===== src/rtl/mc_fifo_core.sv =====
// Single-clock multi-channel FIFO: NUM_CH logical queues share one block-RAM array.
// Optional sticky overflow/underflow flags are built when MC_FIFO_ERR_EN is defined.
module mc_fifo_core #(
    parameter type DATA_t    = logic,
    parameter int  NUM_CH    = 4,
    parameter int  DEPTH     = 16,
    parameter int  AFULL_LVL = DEPTH - 2,
    localparam int CHW       = (NUM_CH > 1) ? $clog2(NUM_CH) : 1,
    localparam int CW        = $clog2(DEPTH + 1)
) (
    input  logic                       clk_i,
    input  logic                       rst_ni,
    input  logic                       wr_en_i,
    input  logic [CHW-1:0]             wr_ch_i,
    input  DATA_t                      wdata_i,
    input  logic                       rd_en_i,
    input  logic [CHW-1:0]             rd_ch_i,
    input  logic [NUM_CH-1:0]          flush_i,
    output DATA_t                      rdata_o,
    output logic                       rvalid_o,
    output logic [CHW-1:0]             rch_o,
    output logic [NUM_CH-1:0][CW-1:0]  count_o,
    output logic [NUM_CH-1:0]          empty_o,
    output logic [NUM_CH-1:0]          full_o,
    output logic [NUM_CH-1:0]          afull_o,
    output logic [NUM_CH-1:0]          ovf_o,
    output logic [NUM_CH-1:0]          udf_o
);

    localparam int PTRW = $clog2(DEPTH);
    localparam int MEMW = $clog2(NUM_CH * DEPTH);

    typedef logic [CHW-1:0]  ch_t;
    typedef logic [CW-1:0]   cnt_t;
    typedef logic [PTRW-1:0] ptr_t;

    localparam cnt_t FULL_CNT  = cnt_t'(DEPTH);
    localparam cnt_t AFULL_CNT = cnt_t'(AFULL_LVL);

    DATA_t mem [NUM_CH*DEPTH];

    ptr_t  wptr_q [NUM_CH];
    ptr_t  wptr_d [NUM_CH];
    ptr_t  rptr_q [NUM_CH];
    ptr_t  rptr_d [NUM_CH];
    cnt_t  cnt_q  [NUM_CH];
    cnt_t  cnt_d  [NUM_CH];

    DATA_t rdata_q;
    logic  rvalid_q;
    ch_t   rch_q;

    ch_t               wch;
    ch_t               rch;
    logic [MEMW-1:0]   waddr;
    logic [MEMW-1:0]   raddr;
    logic              push_acc;
    logic              pop_acc;
    logic [NUM_CH-1:0] push_sel;
    logic [NUM_CH-1:0] pop_sel;
    logic [NUM_CH-1:0] empty_s;
    logic [NUM_CH-1:0] full_s;
    logic [NUM_CH-1:0] afull_s;

    // With a single queue the channel inputs carry no information and the address is the pointer alone.
    if (NUM_CH > 1) begin : g_multi
        assign wch   = wr_ch_i;
        assign rch   = rd_ch_i;
        assign waddr = {wr_ch_i, wptr_q[wr_ch_i]};
        assign raddr = {rd_ch_i, rptr_q[rd_ch_i]};
    end else begin : g_single
        assign wch   = '0;
        assign rch   = '0;
        assign waddr = wptr_q[0];
        assign raddr = rptr_q[0];
    end

    always_comb begin
        empty_s = '0;
        full_s  = '0;
        afull_s = '0;
        count_o = '0;
        for (int c = 0; c < NUM_CH; c++) begin
            empty_s[c] = (cnt_q[c] == '0);
            full_s[c]  = (cnt_q[c] == FULL_CNT);
            afull_s[c] = (cnt_q[c] >= AFULL_CNT);
            count_o[c] = cnt_q[c];
        end
    end

    assign empty_o = empty_s;
    assign full_o  = full_s;
    assign afull_o = afull_s;

    // Acceptance looks only at pre-edge state, so a same-cycle pop never frees room for a push.
    assign push_acc = wr_en_i & ~full_s[wch]  & ~flush_i[wch];
    assign pop_acc  = rd_en_i & ~empty_s[rch] & ~flush_i[rch];
    assign push_sel = NUM_CH'(push_acc) << wch;
    assign pop_sel  = NUM_CH'(pop_acc)  << rch;

    always_comb begin
        for (int c = 0; c < NUM_CH; c++) begin
            wptr_d[c] = wptr_q[c];
            rptr_d[c] = rptr_q[c];
            cnt_d[c]  = cnt_q[c];
            if (flush_i[c]) begin
                wptr_d[c] = '0;
                rptr_d[c] = '0;
                cnt_d[c]  = '0;
            end else begin
                if (push_sel[c]) begin
                    wptr_d[c] = wptr_q[c] + 1'b1;
                end
                if (pop_sel[c]) begin
                    rptr_d[c] = rptr_q[c] + 1'b1;
                end
                case ({push_sel[c], pop_sel[c]})
                    2'b10:   cnt_d[c] = cnt_q[c] + 1'b1;
                    2'b01:   cnt_d[c] = cnt_q[c] - 1'b1;
                    default: cnt_d[c] = cnt_q[c];
                endcase
            end
        end
    end

    always_ff @(posedge clk_i or negedge rst_ni) begin
        if (!rst_ni) begin
            for (int c = 0; c < NUM_CH; c++) begin
                wptr_q[c] <= '0;
                rptr_q[c] <= '0;
                cnt_q[c]  <= '0;
            end
        end else begin
            for (int c = 0; c < NUM_CH; c++) begin
                wptr_q[c] <= wptr_d[c];
                rptr_q[c] <= rptr_d[c];
                cnt_q[c]  <= cnt_d[c];
            end
        end
    end

    // No reset on the array so it maps onto block RAM.
    always_ff @(posedge clk_i) begin
        if (push_acc) begin
            mem[waddr] <= wdata_i;
        end
    end

    always_ff @(posedge clk_i or negedge rst_ni) begin
        if (!rst_ni) begin
            rdata_q  <= '0;
            rch_q    <= '0;
            rvalid_q <= 1'b0;
        end else begin
            rvalid_q <= pop_acc;
            if (pop_acc) begin
                rdata_q <= mem[raddr];
                rch_q   <= rd_ch_i;
            end
        end
    end

    assign rdata_o  = rdata_q;
    assign rch_o    = rch_q;
    assign rvalid_o = rvalid_q;

`ifdef MC_FIFO_ERR_EN
    logic [NUM_CH-1:0] ovf_q;
    logic [NUM_CH-1:0] udf_q;
    logic [NUM_CH-1:0] ovf_set;
    logic [NUM_CH-1:0] udf_set;

    // A flushed channel never flags: the flush, not the full/empty state, dropped the request.
    assign ovf_set = NUM_CH'(wr_en_i & full_s[wch]  & ~flush_i[wch]) << wch;
    assign udf_set = NUM_CH'(rd_en_i & empty_s[rch] & ~flush_i[rch]) << rch;

    always_ff @(posedge clk_i or negedge rst_ni) begin
        if (!rst_ni) begin
            ovf_q <= '0;
            udf_q <= '0;
        end else begin
            ovf_q <= ovf_q | ovf_set;
            udf_q <= udf_q | udf_set;
        end
    end

    assign ovf_o = ovf_q;
    assign udf_o = udf_q;
`else
    assign ovf_o = '0;
    assign udf_o = '0;
`endif

endmodule

===== config.mk =====
export PLATFORM = sky130hd
export DESIGN_NAME = mc_fifo_core
export DESIGN_NICKNAME = d
export VERILOG_FILES = /design/src/rtl/mc_fifo_core.sv
export SDC_FILE = /design/constraint.sdc
export NUM_CORES = 1
export LEC_CHECK = 0
export CAP_MARGIN = 20
export CORE_ASPECT_RATIO = 0.7
export CORE_MARGIN = 2
export CORE_UTILIZATION = 35
export CTS_CLUSTER_DIAMETER = 100
export DETAILED_ROUTE_END_ITERATION = 10
export HOLD_SLACK_MARGIN = 0.05
export PLACE_DENSITY = 0.53
export SETUP_SLACK_MARGIN = 0.05
export SKIP_LAST_GASP = 1
export SLEW_MARGIN = 25
export SYNTH_ARGS = -nofsm -noshare
export SYNTH_HDL_FRONTEND = slang
export SYNTH_SLANG_ARGS = --single-unit

===== constraint.sdc =====
create_clock -name clk_i -period 3.2 [get_ports clk_i]
set_clock_uncertainty 0.05 [all_clocks]
set_input_delay 0.32 -clock clk_i [delete_from_list [all_inputs] [get_ports clk_i]]
set_output_delay 0.32 -clock clk_i [all_outputs]
set_load 0.03 [all_outputs]

==> metrics.md, run 1 <==
| Metric | Value |
|---|---|
| Category of the critical setup timing path | reg -> reg |
| Final setup violation count | 0 |
| Cell type with the highest occurrence count on the critical path | sky130_fd_sc_hd__buf_4 |
| Post-synthesis sequential area ratio | 0.503 |
| Leakage | 3.34 nW |
| Total Power Consumption | 4.59 mW |
| Slew Viols, Final | 0 |
| Flip-flop and latch count after synthesis | 120 |
| Crit path max fanout | 4 |
| Die Span Y | between 100 and 150 um |
| Reg-to-Reg End | count_o[14]$_DFFE_PN0P_ |
| CTS root buf | sky130_fd_sc_hd__clkbuf_16 |
| Average footprint of a synthesized cell | 10.9 um2 |
| R2r setup slk | 0.21 ns |
| TritonCTS clock tree | done |
| Num CTS Buffers | 17 |
| Length in cells of the worst reg-to-reg path | 15 |
| Ratio of cells with drive above 1 in the final layout | 0.191 |
| Most frequent cells in the layout | 105 x sky130_fd_sc_hd__nor2_1, 68 x sky130_fd_sc_hd__buf_4, 64 x sky130_fd_sc_hd__edfxtp_1, 48 x sky130_fd_sc_hd__dfrtp_1, 47 x sky130_fd_sc_hd__clkdlybuf4s50_1 |
| Largest stage delay on the critical path | between 0.4 and 0.5 ns |
| Synth-to-layout area growth | 28.1% |
| Last element of the critical path | count_o[14]$_DFFE_PN0P_ |
| Clock latency on the worst-skew pair | 0.43 ns |
| GRT overflow | 0 |
| Async set-reset flop share out of synthesis | 0.467 |
| Endpoint type of the worst setup path | flop |
| Design Area, Final | roughly 8500 um2 |
| H-Tree Depth | 4 |
| Count of vias placed by the detailed router | 5,152 |
| Worst setup SP type | flop |
| Register clock-pin slew on the reported worst setup and hold paths | 0.05 ns |
| Max-Cap Viols | 0 |
| IO Pins | 57 |
| Maximum frequency from static timing analysis | 334 MHz |
| Tmin final | 2.99 ns |
| Kind of cell adding the most delay to the critical path | simple AND/OR/NAND/NOR gates |
| Number of distinct library cell variants in the gate-level netlist after synthesis | 74 |
| Total number of yosys warnings | 0 |
| Main synth FF type | sky130_fd_sc_hd__edfxtp_1 |
| Setup crit start | count_o[3]$_DFFE_PN0P_ |
| Placed wire-length estimate | approximately 13,000 um |
| Arrival time worst endpoint | 3.31 ns |
| Final Hold Violating Endpoints | 0 |
| Vias/cell | approximately 5.3 |
| Sum Neg Setup Slack | 0 ns |
| Cell chain of the critical path | nor4_2 -> buf_4 -> a21oi_1 -> buf_4 -> o21a_1 -> nand3_2 -> nand2_1 -> inv_2 -> ha_1 -> nor2b_1 -> o21ai_0 -> nand2b_1 -> or4_1 -> o221ai_1 -> o32a_1 |
| Count of antenna-violating nets left after detailed routing | 0 |
| Remaining max-slew budget at the tightest pin | 0.571 |
| Count of cell instances traversed by the critical path | 15 |
| Iter 0 DRT Violations | 414 |
| Worst-case clock buffer depth | 2 |
| Iteration count of the initial detailed-routing pass | 5 |
| GRT Overall Usage | 0.194 |
| Synth Cell Area | roughly 6600 um2 |
| Commonest non-fill, non-tap cell in the layout | sky130_fd_sc_hd__nor2_1 |
| IO buf count | 48 |
| Number of sinks on the clock net | 120 |
| Floorplan die area | 20,000 um2 |
| Chip width | 168 um |
| Number of enable flip-flop cells after synthesis | 64 |
| Number of antenna violations at the first check in global routing | 0 |
| Worst path slowest cell | sky130_fd_sc_hd__or4_1 |
| Count of mapped cells out of synthesis | 607 |
| Final wirelength | 18,400 um |
| Worst path bufs/invs | 3 |
| Antenna fix cells | 0 |
| Drc violations | 0 |
| Final net count | 761 |
| Path class of the lowest-slack min-delay path | in -> async |
| Via count of the first global-routing pass | 5,085 |
| Result of the run | finished, final reports clean |
| Data required, critical path | around 3.5 ns |
| Total cell area at the placement stage | 7840 um2 |
| Effective utilization at floorplan | 0.362 |
| Crit Reg-Reg Startpoint | count_o[3]$_DFFE_PN0P_ |
| Maximum ir drop on the vdd rail | 0.362 mV |
| Global-route wire length before repair | 29,300 um |
| Std-Cell Core Area | ~18,000 um2 |
| Largest net degree at the start of global routing | 65 |
| Routed wire length per instance | 18.9 um |
| Power per cell area | 542 nW/um2 |
| Worst Max-Slew Pin Slew | 0.638 ns |
| Row count | 41 |
| Share of the clock period used by the worst path | 0.935 |
| RePlAce Congestion | 0.847 |
| Number of fill cells in the layout | roughly 1,700 |
| Setup repair after global routing missed its margin | true |
worst min path at each step:
| stage | from | end | slack (ns) | cells past startpoint |
|---|---|---|---|---|
| after detailed placement | rst_ni | count_o[3]$_DFFE_PN0P_ | 0.30 | 1 |
| after CTS | rst_ni | count_o[3]$_DFFE_PN0P_ | 0.40 | 2 |
| after floorplan | rst_ni | count_o[0]$_DFFE_PN0P_ | -0.03 | 0 |
| after global placement | rst_ni | count_o[0]$_DFFE_PN0P_ | 0.30 | 1 |
| after global routing | rst_ni | count_o[3]$_DFFE_PN0P_ | 0.46 | 2 |
| final | rst_ni | count_o[1]$_DFFE_PN0P_ | 0.39 | 2 |
layer usage:
metal | global-route usage | share of wire
met1 | 0.301 | 0.52
met2 | 0.263 | 0.40
met3 | 0.0405 | 0.061
met4 | 0.0690 | 0.014
met5 | 0 | 0
flip-flops by register name, indices dropped and copies added (netlist names):
| signal | count |
|---|---|
| rptr_q | 16 |
| count_o | 20 |
| rdata_o | 1 |
| rch_o | 2 |
| rvalid_o | 1 |
| wptr_q | 16 |
| mem | 64 |
logic make-up (layout without fill, tap and decap cells):
group                    Yosys count  count (layout)  synth area share
AND/OR/NAND/NOR                  253             253             0.186
flip-flops                       120             120             0.503
AO/OA/AOI/OAI                     80              80            0.0892
buffers and inverters             51             174            0.0373
multiplexers                      48              48            0.0932
XOR/XNOR                          30              30            0.0409
adder cells (fa/ha/maj)           24              24            0.0500
other                              1               8          0.000568
cell type report:
type,instances,area [um2],share of cell area
Sequential cell,120,3330,0.394
Multi-Input combinational cell,443,3100,0.367
Timing Repair Buffer,121,1080,0.127
Clock buffer,25,507,0.0599
Tap cell,236,295,0.0349
Inverter,21,78.8,0.00932
Clock inverter,7,65.1,0.00769
per-stage QoR:
step | hold WS [ns] | std cells | worst slack (ns) | utilization
4_1_cts | 0.404 | 972 | 0.134 | 0.461
3_3_place_gp | 0.300 | 939 | -0.142 | 0.429
3_5_place_dp | 0.305 | 939 | -0.183 | 0.429
5_1_grt | 0.457 | 973 | 0.0217 | 0.463
6_report | 0.389 | 973 | 0.208 | 0.463
2_1_floorplan | -0.0256 | 614 | 0.00228 | -
what timing repair did:
item                       in CTS  in global routing
hold endpoints to repair       22                  0
hold buffers                    1                  0
setup buffers                   0                  1
setup endpoints to repair       0                  3
resized for setup               0                  6
worst reg2reg max path, delay by kind of cell, from the launching register on:
kind | cells | cell delay [ns]
compound gates | 5 | 0.74
fa+ha+maj | 1 | 0.26
buf+inv | 3 | 0.42
flops | 1 | 0.38
simple gates | 6 | 1.09
Yosys cell counts (all sizes together), types with 7 or more instances:
library cell	count	area, um2
a21o	7	52.6
a21oi	23	115
and2	9	56.3
buf	19	126
clkbuf	11	41.3
dfrtp	56	1400
edfxtp	64	1920
ha	20	250
inv	21	78.8
mux2i	33	330
mux4	10	229
nand2	44	165
nand2b	9	56.3
nand3	18	90.1
nand4	10	62.6
nor2	106	400
nor2b	7	43.8
nor3	13	70.1
nor4	9	68.8
o21ai	11	58.8
or3	9	56.3
xnor2	16	148
xor2	14	123
power by group:
| part | internal, mW | switching [mW] | leakage [nW] | total [mW] |
|---|---|---|---|---|
| clock network | 1.17 | 0.708 | 0.278 | 1.88 |
| logic | 0.407 | 0.562 | 1.73 | 0.970 |
| registers | 1.68 | 0.0557 | 1.33 | 1.74 |
| total | 3.26 | 1.33 | 3.34 | 4.59 |
Note: power is estimated with default switching activity, not from simulation.
==> run 2, diff against run 1 <==
--- a/config.mk
+++ b/config.mk
@@ -12,7 +12,7 @@
 export CTS_CLUSTER_DIAMETER = 100
 export DETAILED_ROUTE_END_ITERATION = 10
 export HOLD_SLACK_MARGIN = 0.05
-export PLACE_DENSITY = 0.53
+export PLACE_DENSITY = 0.51
 export SETUP_SLACK_MARGIN = 0.05
 export SKIP_LAST_GASP = 1
 export SLEW_MARGIN = 25
==> constraint.sdc (replaced) <==
create_clock -name clk_i -period 3.16 [get_ports clk_i]
set_clock_uncertainty 0.05 [all_clocks]
set_input_delay 0.632 -clock clk_i [delete_from_list [all_inputs] [get_ports clk_i]]
set_output_delay 0.632 -clock clk_i [all_outputs]
set_load 0.03 [all_outputs]
==> metrics.md, run 2 (synthesis gave the netlist of run 1 again) <==
| Metric | Value |
|---|---|
| Result of the run | finished, final reports clean |
| Total cell area at the placement stage | 8080 um2 (+3.1%) |
| Max reg flops | 64 (unchanged) |
| Drc violations | 0 (unchanged) |
| Num CTS Buffers | 17 (unchanged) |
| Effective utilization at floorplan | 0.362 (unchanged) |
| Placed wire-length estimate | 13,700 um (+2.7%) |
| Tmin final | 3.01 ns |
| RePlAce Congestion | 0.884 (+4.3%) |
| Std-Cell Core Area | 18,300 um2 (unchanged) |
| Worst setup SP type | primary input |
| Arrival time worst endpoint | 3.32 ns (about the same) |
| Iteration count of the initial detailed-routing pass | 5 (unchanged) |
| Data required, critical path | 3.47 ns (-0.04 ns) |
| Remaining max-slew budget at the tightest pin | 0.524 (-0.0471) |
| Count of antenna-violating nets left after detailed routing | 0 (unchanged) |
| Worst-case clock buffer depth | 2 (unchanged) |
| Endpoint type of the worst setup path | flop |
| Category of the critical setup timing path | in -> reg |
| Max-Cap Viols | 0 (unchanged) |
| Number of antenna violations at the first check in global routing | 0 (unchanged) |
| Final Hold Violating Endpoints | 0 (unchanged) |
| GRT Overall Usage | 0.198 (+0.00408) |
| Count of vias placed by the detailed router | 5,252 (+1.9%) |
| Chip width | 168 um (unchanged) |
| IO buf count | 48 (unchanged) |
| Leakage | 3.53 nW (+5.9%) |
| Path class of the lowest-slack min-delay path | reg -> reg |
| Routed wire length per instance | 18.6 um (-1.7%) |
| Antenna fix cells | 0 (unchanged) |
| Most frequent cells in the layout | 105 x sky130_fd_sc_hd__nor2_1, 102 x sky130_fd_sc_hd__buf_4, 64 x sky130_fd_sc_hd__edfxtp_1, 54 x sky130_fd_sc_hd__dfrtp_1, 43 x sky130_fd_sc_hd__nand2_1 |
| Number of sinks on the clock net | 120 (unchanged) |
| CTS root buf | sky130_fd_sc_hd__clkbuf_16 |
| H-Tree Depth | 4 (unchanged) |
| Clock latency on the worst-skew pair | 0.42 ns (about the same) |
| Slew Viols, Final | 0 (unchanged) |
| Vias/cell | 5.22 (-1.4%) |
| Largest net degree at the start of global routing | 65 (unchanged) |
| Design Area, Final | 8700 um2 (+2.9%) |
| Commonest non-fill, non-tap cell in the layout | sky130_fd_sc_hd__nor2_1 |
| TritonCTS clock tree | done |
| GRT overflow | 0 (unchanged) |
| Floorplan die area | 20,000 um2 (unchanged) |
| Row count | 41 (unchanged) |
| Register clock-pin slew on the reported worst setup and hold paths | 0.06 ns (about the same) |
| Final setup violation count | 0 (unchanged) |
| Min Hold Slack | 0.481 ns (+0.0921 ns) |
| Via count of the first global-routing pass | 5,322 (+4.7%) |
| Final net count | 794 (+4.3%) |
| Power per cell area | 529 nW/um2 (-2.4%) |
| Post-route core utilization | 0.477 (+0.0134) |
| Synth-to-layout area growth | 31.7% |
| Number of fill cells in the layout | 1,692 (+1.9%) |
| Global-route wire length before repair | 29,800 um (+1.9%) |
| Register bank with the most flops | mem |
| Iter 0 DRT Violations | 407 (-1.7%) |
| Setup repair after global routing missed its margin | true |
| Area occupied by registers | 3330 um2 (-0.23%) |
| Share of the clock period used by the worst path | 0.953 |
| Crit path max fanout | 15 (+11) |
| Final wirelength | 18,700 um (+1.6%) |
| Ratio of cells with drive above 1 in the final layout | 0.222 (+0.0308) |
| Worst Max-Slew Pin Slew | 0.714 ns (+0.0765 ns) |
| IO Pins | 57 (unchanged) |
| Multi-input gate area in the final layout | 3140 um2 (+1.1%) |
| Die Span Y | 119 um (unchanged) |
| Maximum ir drop on the vdd rail | 0.359 mV (-0.78%) |
| Maximum frequency from static timing analysis | 332 MHz |
==> run 2: changes by cell type in the layout (fill, tap and decap cells not counted), moves of 3 or more <==
cell,before,now
sky130_fd_sc_hd__dfrtp_1,48,54
sky130_fd_sc_hd__dfrtp_2,8,2
sky130_fd_sc_hd__dlymetal6s2s_1,0,4
sky130_fd_sc_hd__clkdlybuf4s50_1,47,42
sky130_fd_sc_hd__clkbuf_1,4,7
sky130_fd_sc_hd__buf_4,68,102
==> run 2: layout make-up <==
cell class,instances,area share
flip-flops and latches,120,0.382
multi-input cells,443,0.360
repair buffers,154,0.151
clock buffers,28,0.0582
well taps,236,0.0339
inverters,21,0.00906
clock inverters,4,0.00546
==> run 2: through the flow <==
stage                     total power, mW  setup TNS [ns]  setup WS, ns  cells
after detailed placement             2.76           -2.65        -0.460    970
after global routing                 4.77         -0.0171       -0.0171   1006
after floorplan                      2.30        -0.00127      -0.00127    614
after CTS                            4.63               0        0.0829   1003
after global placement               2.75           -1.90        -0.377    970
final                                4.60               0         0.147   1006
==> run 2: critical path: stages <==
cell	delay (ns)
sky130_fd_sc_hd__clkdlybuf4s50_1	0.44
sky130_fd_sc_hd__buf_4	0.21
sky130_fd_sc_hd__a21oi_1	0.25
sky130_fd_sc_hd__and3_1	0.28
sky130_fd_sc_hd__o21ai_1	0.18
sky130_fd_sc_hd__fa_1	0.44
sky130_fd_sc_hd__inv_1	0.08
sky130_fd_sc_hd__a21o_1	0.10
sky130_fd_sc_hd__a21oi_1	0.10
sky130_fd_sc_hd__or3_1	0.33
sky130_fd_sc_hd__o2111ai_1	0.12
sky130_fd_sc_hd__o31a_1	0.16
==> run 2: metal layers <==
layer | vias up | GRT usage | wire, um
met5 | - | 0 | 0
met4 | 0 | 0.0593 | 276
met3 | 19 | 0.0452 | 888
met2 | 132 | 0.283 | 7860
met1 | 2618 | 0.297 | 9690
li1 | 2483 | - | -
==> run 2: report_power, final <==
part / leakage [nW] / total (mW) / internal [mW] / switching, mW
logic: 1.92 / 0.978 / 0.420 / 0.558
clock network: 0.269 / 1.86 / 1.16 / 0.693
registers: 1.34 / 1.77 / 1.70 / 0.0669
total: 3.53 / 4.60 / 3.29 / 1.32
==> run 2: path summary, 6_finish.rpt <==
| path | slack, ns | cells past startpoint | to | from |
|---|---|---|---|---|
| hold reg to reg | 0.48 | 1 | rch_o[1]$_DFFE_PN0N_ | rch_o[1]$_DFFE_PN0N_ |
| min in group asynchronous | 0.50 | 2 | count_o[13]$_DFFE_PN0P_ | rst_ni |
| hold / removal | 0.48 | 1 | rch_o[1]$_DFFE_PN0N_ | rch_o[1]$_DFFE_PN0N_ |
| setup / recovery | 0.15 | 12 | count_o[4]$_DFFE_PN0P_ | flush_i[0] |
| max in group asynchronous | 1.62 | 3 | count_o[7]$_DFFE_PN0P_ | rst_ni |
| setup reg to reg | 0.19 | 13 | count_o[4]$_DFFE_PN0P_ | count_o[3]$_DFFE_PN0P_ |
==> run 2: timing repair <==
action	4_1_cts	5_1_grt
gates cloned	0	0
pin swaps	0	5
hold endpoints to repair	5	0
hold buffers	1	0
setup endpoints to repair	4	4
buffers inserted	0	3
gates resized for setup	3	9
